<file path="src/rtl/booth_mul_ctrl.sv">
// Radix-2 Booth sequential signed multiplier: one CALC/SHIFT pair per multiplier bit.
// busy/done are registered from the next state, so they never depend on start combinationally.
module booth_mul_ctrl #(
  parameter int WIDTH = 8
) (
  input  logic                 clk,
  input  logic                 rst_n,
  input  logic                 start,
  input  logic [WIDTH-1:0]     a,
  input  logic [WIDTH-1:0]     b,
  output logic                 busy,
  output logic                 done,
  output logic [2*WIDTH-1:0]   product
);

  localparam int unsigned CW = $clog2(WIDTH + 1);

  typedef enum logic [1:0] {
    S_IDLE,
    S_CALC,
    S_SHIFT,
    S_DONE
  } state_t;

  state_t           state;
  state_t           state_next;

  logic [WIDTH:0]   m;
  logic [WIDTH:0]   acc;
  logic [WIDTH:0]   acc_calc;
  logic [WIDTH:0]   acc_shift;
  logic [WIDTH-1:0] q;
  logic [WIDTH-1:0] q_shift;
  logic             q_1;
  logic [CW-1:0]    cnt;
  logic [CW-1:0]    cnt_dec;

  // Booth add/subtract (modulo 2^(WIDTH+1)) and the arithmetic shift of {acc,q,q_1}
  always_comb begin
    cnt_dec = cnt - CW'(1);
    case ({q[0], q_1})
      2'b10:   acc_calc = acc - m;
      2'b01:   acc_calc = acc + m;
      default: acc_calc = acc;
    endcase
    acc_shift = {acc[WIDTH], acc[WIDTH:1]};
    q_shift   = {acc[0], q[WIDTH-1:1]};
  end

  always_comb begin
    state_next = state;
    case (state)
      S_IDLE:  if (start) state_next = S_CALC;
      S_CALC:  state_next = S_SHIFT;
      S_SHIFT: state_next = (cnt_dec == '0) ? S_DONE : S_CALC;
      S_DONE:  state_next = S_IDLE;
      default: state_next = S_IDLE;
    endcase
  end

  always_ff @(posedge clk or negedge rst_n) begin
    if (!rst_n) begin
      state <= S_IDLE;
      busy  <= 1'b0;
      done  <= 1'b0;
    end else begin
      state <= state_next;
      busy  <= (state_next == S_CALC) || (state_next == S_SHIFT);
      done  <= (state_next == S_DONE);
    end
  end

  // Operand capture, iteration datapath, and result load on the final shift
  always_ff @(posedge clk or negedge rst_n) begin
    if (!rst_n) begin
      m       <= '0;
      acc     <= '0;
      q       <= '0;
      q_1     <= 1'b0;
      cnt     <= '0;
      product <= '0;
    end else begin
      case (state)
        S_IDLE: begin
          if (start) begin
            m   <= {a[WIDTH-1], a};
            acc <= '0;
            q   <= b;
            q_1 <= 1'b0;
            cnt <= CW'(WIDTH);
          end
        end
        S_CALC: acc <= acc_calc;
        S_SHIFT: begin
          acc <= acc_shift;
          q   <= q_shift;
          q_1 <= q[0];
          cnt <= cnt_dec;
          if (cnt_dec == '0) product <= {acc_shift[WIDTH-1:0], q_shift};
        end
        default: ;
      endcase
    end
  end

endmodule

</file>
<file path="config.mk">
export PLATFORM = sky130hd
export DESIGN_NAME = booth_mul_ctrl
export DESIGN_NICKNAME = d
export VERILOG_FILES = /design/src/rtl/booth_mul_ctrl.sv
export SDC_FILE = /design/constraint.sdc
export NUM_CORES = 1
export LEC_CHECK = 0
export BUFFER_PORTS_ARGS = -buffer_cell sky130_fd_sc_hd__buf_2
export CELL_PAD_IN_SITES_DETAIL_PLACEMENT = 1
export CELL_PAD_IN_SITES_GLOBAL_PLACEMENT = 2
export CORE_MARGIN = 2
export CORE_UTILIZATION = 37
export CTS_CLUSTER_DIAMETER = 120
export DETAILED_ROUTE_END_ITERATION = 8
export HOLD_SLACK_MARGIN = 0.03
export PLACE_DENSITY_LB_ADDON = 0.1
export RECOVER_POWER = 50
export SLEW_MARGIN = 20
export SYNTH_ARGS = -nofsm -noshare
export SYNTH_HDL_FRONTEND = slang
export SYNTH_SLANG_ARGS = --single-unit
</file>
<file path="constraint.sdc">
create_clock -name clk -period 3.1 [get_ports clk]
set_input_delay 0.155 -clock clk [delete_from_list [all_inputs] [get_ports clk]]
set_output_delay 0.155 -clock clk [all_outputs]
set_load 0.03 [all_outputs]
</file>
**After elaboration in Yosys (flattened, before gate mapping)**

Cells that the tools add are included.

- Output and inout port bits: 18
- Input port bits: 19
- Register bits: 50

- Multiplexer cells: 12
- Add/sub/neg operators: 3
- Reduce and logical (&&, ||, !) cells: 11
- Bitwise gates (word level): 1
- Equal/unequal tests: 10

Operators with widths:

| cell | count |
|---|---|
| $pmux W9 S3 | 1 |
| $pmux W9 S2 | 1 |
| $pmux W8 S2 | 1 |
| $eq A2 B2 Y1 const B | 5 |
| $add A9 B9 Y9 | 1 |
| $mux W9 | 1 |
| $sub A9 B9 Y9 | 1 |
| $mux W8 | 1 |
| $pmux W2 S4 | 1 |
| $pmux W4 S2 | 1 |
| $eq A2 B1 Y1 const B | 3 |
| $reduce_and A2 Y1 | 3 |
| $logic_not A4 Y1 | 1 |
| $mux W2 | 2 |
| $mux W4 | 1 |
| $reduce_and A4 Y1 | 1 |
| $reduce_bool A2 Y1 | 2 |
| $sub A4 B1 Y4 const B | 1 |
| $ne A3 B1 Y1 const B | 1 |
| $reduce_and A3 Y1 | 1 |
| $reduce_bool A3 Y1 | 1 |
| $logic_not A2 Y1 | 1 |
| $ne A2 B2 Y1 const B | 1 |
| $pmux W1 S2 | 1 |
| 3 further kinds | 3 |

**Depth between registers and ports, before layout**

- Word-level depth: 6
- Depth in mapped cells: 11
- Mapped depth without buffers: 10

**Worst setup path after synthesis**

No wires, ideal clock.

- Path type: flip-flop to flip-flop
- Start: reg m[2]
- End: reg acc[8]
- Arrival time: 2.445 ns
- Setup slack: 0.574 ns
- Data required time: 3.020 ns
- Cell stages (with the launch flop): 11
- Cell sequence: dfrtp_1 nor3_4 and3_2 a21oi_1 xor2_1 ha_1 and2_2 a22o_1 or4_4 and2_4 o211ai_2

- Word-level cells in the longest chain between the ends: 3
- Elaborated cells on any way between the ends: 4
- Those cells by class: 2 x add/sub; 2 x mux

RTL lines:

| item | RTL line | text |
|---|---|---|
| start: declaration | 28 | `logic [WIDTH:0] m;` |
| start signal: assignment | 86 | `m <= {a[WIDTH-1], a};` |
| $add A9 B9 Y9 or $sub A9 B9 Y9 (tied branches) | 43, 42 |  |
| $pmux W9 S2 (*) | 41 | `case ({q[0], q_1})` |
| $pmux W9 S3 (*) | 83 | `case (state)` |
| end signal: assignment | 93 | `S_CALC: acc <= acc_calc;` |
| end signal: assignment | 95 | `acc <= acc_shift;` |
| end: declaration | 29 | `logic [WIDTH:0] acc;` |

Mark *: on every way between the ends. The rest lies on a longest branch, timed or not.
A chain may end at the register's enable or synchronous reset.

**Worst setup path after layout**

Same ends and word-level chain as after synthesis.

==> results.py <==
metrics = {
    "timing": {
        "setup_violations": 0,
        "setup_ws_ns": 0.383,
        "fmax_mhz": 368,
        "holdWs_ns": 0.0814,
        "rsz0062_at_grt": "false",
        "skew_ns": 0.00549,
        "min_period_over_period": 0.877,
        "slew_headroom": -0.0773,
        "tightestPinTransition_ns": 1.62,
        "tns_ns": 0,
        "slew_violations": 30,
        "fin_crit_ns": 2.72,
        "hold_viol": 0,
    },
    "placed_design": {
        "hpwl_um": 4370,
        "routabilityCongestion": 0.761,
        "placed_area_mm2": 0.00302,
        "dpl_worst_slack_ns": 0.389,
        "dp_cells": 381,
        "numPortBuffers": 36,
    },
    "clocking": {
        "cts_buffers": 5,
        "tritoncts": "built",
        "cts_sinks": 50,
        "clk_latency_ns": 0.30,
        "cts_htree_levels": 2,
        "cts_resized": 0,
        "cts-root-buf": "clkbuf_8",
        "clock_path_buffers": 2,
        "clkTransAtPathRegs_ns": 0.09,
    },
    "critical_path": {
        "start_kind": "flip-flop",
        "setup.worst_path.class": "flip-flop to flip-flop",
        "crit_path_end_kind": "flip-flop",
        "rrSetupSlack_ns": 0.38,
        "critPathArrivalTime_ns": 2.95,
        "worstPathMaxFanout": 5,
        "cp.required_ns": 3.33,
    },
    "die": {
        "die_w_um": 90.0,
        "die_y_um": 90.0,
        "dieArea_mm2": 0.00810,
        "core_area_mm2": 0.00721,
        "start_util": 0.379,
        "rows": 31,
        "io_pins": 37,
    },
    "detailed_routing": {
        "via_per_inst": 5.00,
        "ant_nets": 0,
        "totalWireLength_um": 5810,
        "drc": 0,
        "dr.pass1.iters": 4,
        "num_vias": 1950,
        "wl_per_cell_um": 14.9,
        "drtIter0Drc": 30,
    },
    "min_path": {
        "worstHoldPathType": "input pin to flip-flop",
    },
    "global_routing": {
        "grt_pass1_vias": 2033,
        "met1_usage": 0.207,
        "antenna_found_initial": 0,
        "grt_usage": 0.152,
        "gr-total-overflow": 0,
        "grt_use_met3": 0.0268,
        "grt.busiest_layer": "met2",
        "grt_use_met2": 0.247,
        "grt_max_degree": 30,
        "grt_pass1_wl_um": 10000,
    },
    "cells_and_area": {
        "final_common_cell": "dfrtp_1",
        "final_util": 0.431,
        "layout.cells.non_filler": 390,
        "most-common-layout-cells": "50 x dfrtp_1, 26 x nand2_1, 24 x mux2_2",
        "nFillCells": 834,
        "area_delta_synth_final_pct": 13.7,
        "insertedDiodeCount": 0,
        "seqCellArea_mm2": 0.00125,
        "drive_gt1_frac": 0.206,
        "final_area_mm2": 0.00311,
        "multiInputGateArea_mm2": 0.00139,
        "final_nets": 329,
    },
    "logic_synthesis": {
        "synth.top_cell.area_share": 0.457,
        "yosys_warnings": 0,
        "synthFlopType": "dfrtp_1",
        "syn_inst": 251,
        "synth_area_leader_cell": "dfrtp_1",
        "synth_edf_count": 0,
        "ys_seq_area_frac": 0.457,
        "syn_nets": 290,
        "yosysUniqueCellTypes": 47,
        "netlist_area_mm2": 0.00274,
        "ys_async_sr_fraction": 1.00,
        "syn_area_per_cell_um2": 10.9,
        "synth_seq_cells": 50,
        "synth.area.top_cells": "dfrtp_1 46%, mux2_2 9.9%, ha_1 8.7%, nand2_1 3.6%, xor2_1 3.5%",
    },
    "outcome": {
        "status": "finished with violations",
        "violations": "capacitance limit, slew limit",
    },
    "power": {
        "p_leak_nw": 1.43,
        "p_per_area_mw_per_mm2": 1150,
        "p_total_mw": 3.58,
        "peakVddDrop_mv": 0.395,
    },
    "job": {
        "maxCapViolations": 1,
    },
}
==> worst paths after layout <==
kind	from	to	cells past startpoint
worst max-delay path	m[2]	acc[8]	10
worst min-delay path	a[7]	m[7]	2
worst max register to register	m[2]	acc[8]	10
worst min register to register	q[0]	q[0]	2
max in group asynchronous	rst_n	product[6]	3
min in group asynchronous	rst_n	state[1]	2
==> registers in the layout, indices dropped and copies added, names as in the netlist <==
| signal | flops |
|---|---|
| q | 8 |
| m | 8 |
| done | 1 |
| product | 16 |
| q_1 | 1 |
| state | 2 |
| busy | 1 |
| cnt | 4 |
| acc | 9 |
==> timing repair <==
| action | CTS | global route |
|---|---|---|
| buffers inserted | 0 | 0 |
| hold endpoints to repair | 28 | 0 |
| hold buffers | 1 | 0 |
==> metal layers <==
| layer | routed length, um | vias up |
|---|---|---|
| met2 | 2740 | 32 |
| met1 | 2820 | 945 |
| li1 | - | 969 |
| met4 | 73 | 0 |
| met3 | 180 | 4 |
| met5 | 0 | - |
==> worst max-delay path, cell delays in order, from the launching register on <==
cell and delay, ns:
dfrtp_1 0.46, nor3_4 0.26, and3_2 0.22, nor2_1 0.05
xnor2_1 0.21, ha_1 0.29, a21o_2 0.23, a22o_1 0.19
or4_4 0.43, and2_4 0.17, o211ai_2 0.14
==> where the power goes <==
part	switching (mW)	total (mW)	internal, mW
sequential	0.230	1.14	0.914
clock	0.214	0.455	0.241
combinational	1.14	1.98	0.836
==> Yosys cell counts, drive strengths merged (5+ instances only) <==
cell type,n
mux2,25
mux2i,8
a31oi,5
o21ai,19
nor2,10
a21oi,7
and2,5
clkbuf,7
dfrtp,50
inv,12
ha,19
nand2,26
xor2,11
nand3,6
==> final cells by class <==
class,instances,share of cell area
clock buffers,6,0.0233
clock inverters,2,0.0121
inverters,12,0.0145
multi-input cells,180,0.446
flip-flops and latches,50,0.402
well taps,99,0.0398
repair buffers,41,0.0623
==> cell families after synthesis <==
logic type | share of synthesized area
AO/OA/AOI/OAI | 0.119
adder cells (fa/ha/maj) | 0.0942
AND/OR/NAND/NOR | 0.117
XOR/XNOR | 0.0448
multiplexers | 0.132
buffers and inverters | 0.0356
flip-flops | 0.457
(Power assumes the default switching activity.)
